[src/rtl/round_robin_ponderado_param.sv]
// round_robin_ponderado_param: weighted round-robin / strict-priority FIFO pop arbiter with occupancy-limited bursts
module round_robin_ponderado_param #(
    parameter int QUEUE_QUANTITY = 4,
    parameter int MAX_WEIGHT     = 64,
    parameter int BUF_WIDTH      = 3,
    localparam int WB = $clog2(MAX_WEIGHT),
    localparam int CW = BUF_WIDTH + 1,
    localparam int SB = $clog2(QUEUE_QUANTITY)
) (
    input  logic                         clk,
    input  logic                         rst,
    input  logic                         enb,
    input  logic                         mode,
    input  logic [QUEUE_QUANTITY*WB-1:0] pesos,
    input  logic [QUEUE_QUANTITY-1:0]    buf_empty,
    input  logic [QUEUE_QUANTITY*CW-1:0] fifo_counter,
    input  logic                         dest_full,
    output logic [SB-1:0]                selector,
    output logic                         selector_enb,
    output logic                         burst_last
);
    localparam int LW = (WB > CW) ? WB : CW;

    logic [SB-1:0]             cur_q, cur_d, sel_q, sel_d, rr_idx, pr_idx;
    logic [WB-1:0]             credit_q, credit_d;
    logic                      enb_q, enb_d, last_q, last_d, rr_found, pr_found;
    logic [QUEUE_QUANTITY-1:0] eligible;
    logic [CW-1:0]             occ  [QUEUE_QUANTITY];
    logic [WB-1:0]             load [QUEUE_QUANTITY];

    // Eligibility and burst length: a burst never exceeds the weight nor the FIFO fill (min 1)
    always_comb begin
        for (int i = 0; i < QUEUE_QUANTITY; i++) begin
            eligible[i] = !buf_empty[i] && (pesos[i*WB +: WB] != '0);
            occ[i]      = (fifo_counter[i*CW +: CW] == '0) ? CW'(1) : fifo_counter[i*CW +: CW];
            load[i]     = (LW'(pesos[i*WB +: WB]) < LW'(occ[i])) ? pesos[i*WB +: WB] : WB'(occ[i]);
        end
    end

    // Circular search from cur+1 (cur last) and lowest-index search; later loop passes win
    always_comb begin
        rr_found = 1'b0;
        rr_idx   = cur_q;
        pr_found = 1'b0;
        pr_idx   = '0;
        for (int k = QUEUE_QUANTITY; k >= 1; k--) begin
            if (eligible[(int'(cur_q) + k) % QUEUE_QUANTITY]) begin
                rr_found = 1'b1;
                rr_idx   = SB'((int'(cur_q) + k) % QUEUE_QUANTITY);
            end
        end
        for (int i = QUEUE_QUANTITY - 1; i >= 0; i--) begin
            if (eligible[i]) begin
                pr_found = 1'b1;
                pr_idx   = SB'(i);
            end
        end
    end

    // Next grant: stall holds everything, priority mode drops credit, weighted mode holds or switches
    always_comb begin
        cur_d    = cur_q;
        credit_d = credit_q;
        sel_d    = sel_q;
        enb_d    = 1'b0;
        last_d   = 1'b0;
        if (enb && !dest_full) begin
            if (mode) begin
                credit_d = '0;
                if (pr_found) begin
                    cur_d  = pr_idx;
                    sel_d  = pr_idx;
                    enb_d  = 1'b1;
                    last_d = 1'b1;
                end
            end else if (credit_q != '0 && eligible[cur_q]) begin
                credit_d = credit_q - 1'b1;
                sel_d    = cur_q;
                enb_d    = 1'b1;
                last_d   = (credit_q == WB'(1));
            end else if (rr_found) begin
                cur_d    = rr_idx;
                sel_d    = rr_idx;
                enb_d    = 1'b1;
                credit_d = load[rr_idx] - 1'b1;
                last_d   = (load[rr_idx] == WB'(1));
            end else begin
                credit_d = '0;
            end
        end
    end

    // Arbitration state and registered grant outputs
    always_ff @(posedge clk) begin
        if (rst) begin
            cur_q    <= '0;
            credit_q <= '0;
            sel_q    <= '0;
            enb_q    <= 1'b0;
            last_q   <= 1'b0;
        end else begin
            cur_q    <= cur_d;
            credit_q <= credit_d;
            sel_q    <= sel_d;
            enb_q    <= enb_d;
            last_q   <= last_d;
        end
    end

    assign selector     = sel_q;
    assign selector_enb = enb_q;
    assign burst_last   = last_q;
endmodule

[config.mk]
export PLATFORM = sky130hd
export DESIGN_NAME = round_robin_ponderado_param
export DESIGN_NICKNAME = d
export VERILOG_FILES = /design/src/rtl/round_robin_ponderado_param.sv
export SDC_FILE = /design/constraint.sdc
export NUM_CORES = 1
export LEC_CHECK = 0
export CORE_MARGIN = 10
export CORE_UTILIZATION = 47
export DETAILED_ROUTE_END_ITERATION = 10
export HOLD_SLACK_MARGIN = 0.03
export PLACE_DENSITY = 0.81
export SLEW_MARGIN = 5
export SYNTH_ARGS = -nofsm -noshare
export SYNTH_HDL_FRONTEND = slang
export SYNTH_SLANG_ARGS = --single-unit
[constraint.sdc]
create_clock -name clk -period 3.55 [get_ports clk]
set_clock_uncertainty 0.1 [all_clocks]
set_input_delay 0.355 -clock clk [delete_from_list [all_inputs] [get_ports clk]]
set_output_delay 0.355 -clock clk [all_outputs]
set_load 0.02 [all_outputs]
==> results of run 1 <==
==> cell usage after synthesis (2+ instances only) <==
cell type and instances:
nand2b_1 7, mux2i_1 13, or3_1 2, nor2_1 23, ha_1 16, a31oi_1 6, nand2_1 14, nor2b_1 3
dfxtp_1 12, clkbuf_1 4, a21oi_1 14, nor4_1 4, nand3_1 6, nor3_1 10, a21o_1 3, o21ai_1 4
a22oi_1 2, a311o_1 2, o22ai_1 3, a31o_2 3, or4_1 4, inv_1 17, a31o_1 2, a211oi_1 6
o21ai_0 8, a31oi_4 3
==> layout make-up <==
| cell class | count | area [µm²] |
|---|---|---|
| Multi-Input combinational cell | 185 | 1350 |
| Sequential cell | 12 | 240 |
| Inverter | 18 | 67.6 |
| Timing Repair Buffer | 58 | 566 |
| Clock buffer | 4 | 36.3 |
| Fill cell | 296 | 1070 |
| Tap cell | 46 | 57.6 |
==> routing by layer <==
layer,vias to the layer above,part of all wire
met1,867,0.44
met3,5,0.056
li1,955,-
met4,0,0.0061
met5,-,0
met2,54,0.50
==> stage by stage <==
step,hold WS [ps],power (mW),cell area [µm²]
after floorplan,339,0.348,1690
after global placement,359,0.457,2280
after detailed placement,364,0.462,2280
after CTS,377,0.574,2320
after global routing,412,0.617,2320
final,370,0.571,2320
==> cells by family after synthesis <==
family | after synthesis
and+or+nand+nor | 78
AOI/OAI and AO/OA | 74
buffers and inverters | 24
muxes | 16
adders and majority gates | 16
DFF | 12
xor gates and xnor gates | 1
==> registers in the layout, indices dropped and copies added, names as in the netlist <==
name / flops
cur_q: 2
selector: 2
burst_last: 1
selector_enb: 1
credit_q: 6
==> critical path, delay by kind of cell <==
family                   cells  cell delay (ps)
AO/OA/AOI/OAI                6             1270
buffers and inverters        2              570
AND/OR/NAND/NOR              2              120
adder cells (fa/ha/maj)      2              630
multiplexers                 1              290
==> final timing paths <==
| check | startpoint | to | slack (ps) | depth (start not counted) |
|---|---|---|---|---|
| worst max-delay path | fifo_counter[3] | credit_q[1] | 390 | 13 |
| worst min register to register | selector[0] | selector[0] | 370 | 2 |
| worst max register to register | cur_q[0] | credit_q[2] | 990 | 10 |
| worst min-delay path | selector[0] | selector[0] | 370 | 2 |
==> power by group <==
part	internal [mW]	total [mW]	switching, mW	leakage [nW]
logic	0.152	0.307	0.155	0.800
clock network	0.0625	0.111	0.0486	0.0210
registers	0.143	0.153	0.0108	0.0979
==> flow_summary.ini, run 1 <==
[yosys]
synthAdderAreaFrac = 0.119
synthMuxAreaShare = 0.104
synthXorXnorAreaFrac = 0.00519
async_reset_ff_frac = 0
synth.cell_area_mm2 = 0.00169
synth_compound_area_frac = 0.341
syn-mean-instance-area_um2 = 7.63
synth-simple-area-share = 0.232
synth.distinct_cells = 56
synth_ff_type = dfxtp_1
ys_warn_count = 0
yosysTopAreaCell = dfxtp_1
syn_inst = 221
ys_seq_elements = 12
synth-edff-count = 0
seq_area_frac_synth = 0.142
synth_fp_nets = 286
yosysTopAreaCellShare = 0.142
synth_top_family_by_area = compound AO/OA/AOI/OAI gates
yosys-top-cells-area = dfxtp_1, ha_1, mux2i_1

[cells_and_area]
instances_no_fill = 323
final_common_cell = clkdlybuf4s50_1
insertedDiodeCount = 0
layout.nets = 343
fin_util = 0.684
drive_above_1_share = 0.0903
syn_to_final_growth_pct = 37.5
final_cell_mix = clkdlybuf4s50_1, nor2_1, inv_1, ha_1

[grt]
top_usage_layer = met2
grt_pass1_wl_um = 8190
grt_start_max_net_pins = 14
grtUsageMet2 = 0.273
grt_use_met1 = 0.176
use_met3 = 0.0282
grt_pass1_vias = 1863
grt_overflow_total = 0
grt_usage = 0.149
antenna_found_initial = 0

[worst_setup_path]
critPathMaxFanout = 4
slowest_stage = clkdlybuf4s50_1
arrival_ps = 3220
critical_path.startpoint_type = primary input
cpPeakStageDelay_ps = 500
cp.required_ps = 3610
path_class = primary input to flop
path_cells = clkdlybuf4s50_1 > inv_1 > ha_1 > a2111o_1 > a31oi_4 > mux2i_1 > o21ai_0 > a21oi_1 > ha_1 > nand2_1 > o21ai_1 > a22oi_1 > nor2_1
end_kind = flop
cp_common_cell = ha_1

[clock_network]
clkSinkCount = 12
worstSkewPairLatency_ps = 280
cts-root-buf = clkbuf_4
numCtsBuffers = 3
cts_resized = 0
cts-htree-levels = 1
post_cts_buffers = 0
cts_tree = done
path_clk_slew_ps = 80
clk_path_buf_depth = 2
cts_hold_buf = 0

[floorplan]
die_area_mm2 = 0.00638
start_util = 0.498
ioPinCount = 53
die_x_um = 79.9
rows = 21
core_area_mm2 = 0.00339
die_y_um = 79.9

[placement]
gp_routability_congestion = 0.853
dp_hpwl_um = 4110
post-place-ws_ps = 93.0
io_buffers = 52
place_inst = 319

[flow_run]
maxCapViolations = 0

[hold_path]
hold_class = flop to flop

[timing]
drv_slew = 0
finalSetupViolations = 0
setup_ws_ps = 385
finalCritPeriodShare = 0.891
hold_viol_final = 0
rsz0062_at_grt = no
tightest_slew_ps = 473
fmax_mhz = 316
tns_ps = 0
finalCriticalPeriod_ps = 3160
slew_headroom = 0.682

[outcome]
status = complete, no violations

[route]
drt-total-wl_um = 4790
ant_nets = 0
dr.first_iter.drc_count = 228
vias = 1881
vias_per_cell = 5.82
drc = 0
wire_per_inst_um = 14.8
dr.pass1.iters = 4

[power_and_ir_drop]
peakVddDrop_v = 0.0000942
power_density_mw_per_mm2 = 246
leakagePower_nw = 0.919
Note: power is estimated with default switching activity, not from simulation.
==> run 2, diff against run 1 <==
SETUP_SLACK_MARGIN = 0.2   (was not set)
==> results of run 2 <==
Final layout, timing and power as in run 1 (identical DEF).
==> run 3, diff against run 2 <==
CAP_MARGIN = 20   (was not set)
SLEW_MARGIN = not set   (was 5)
==> results of run 3 <==
Final layout, timing and power as in run 1 (identical DEF).
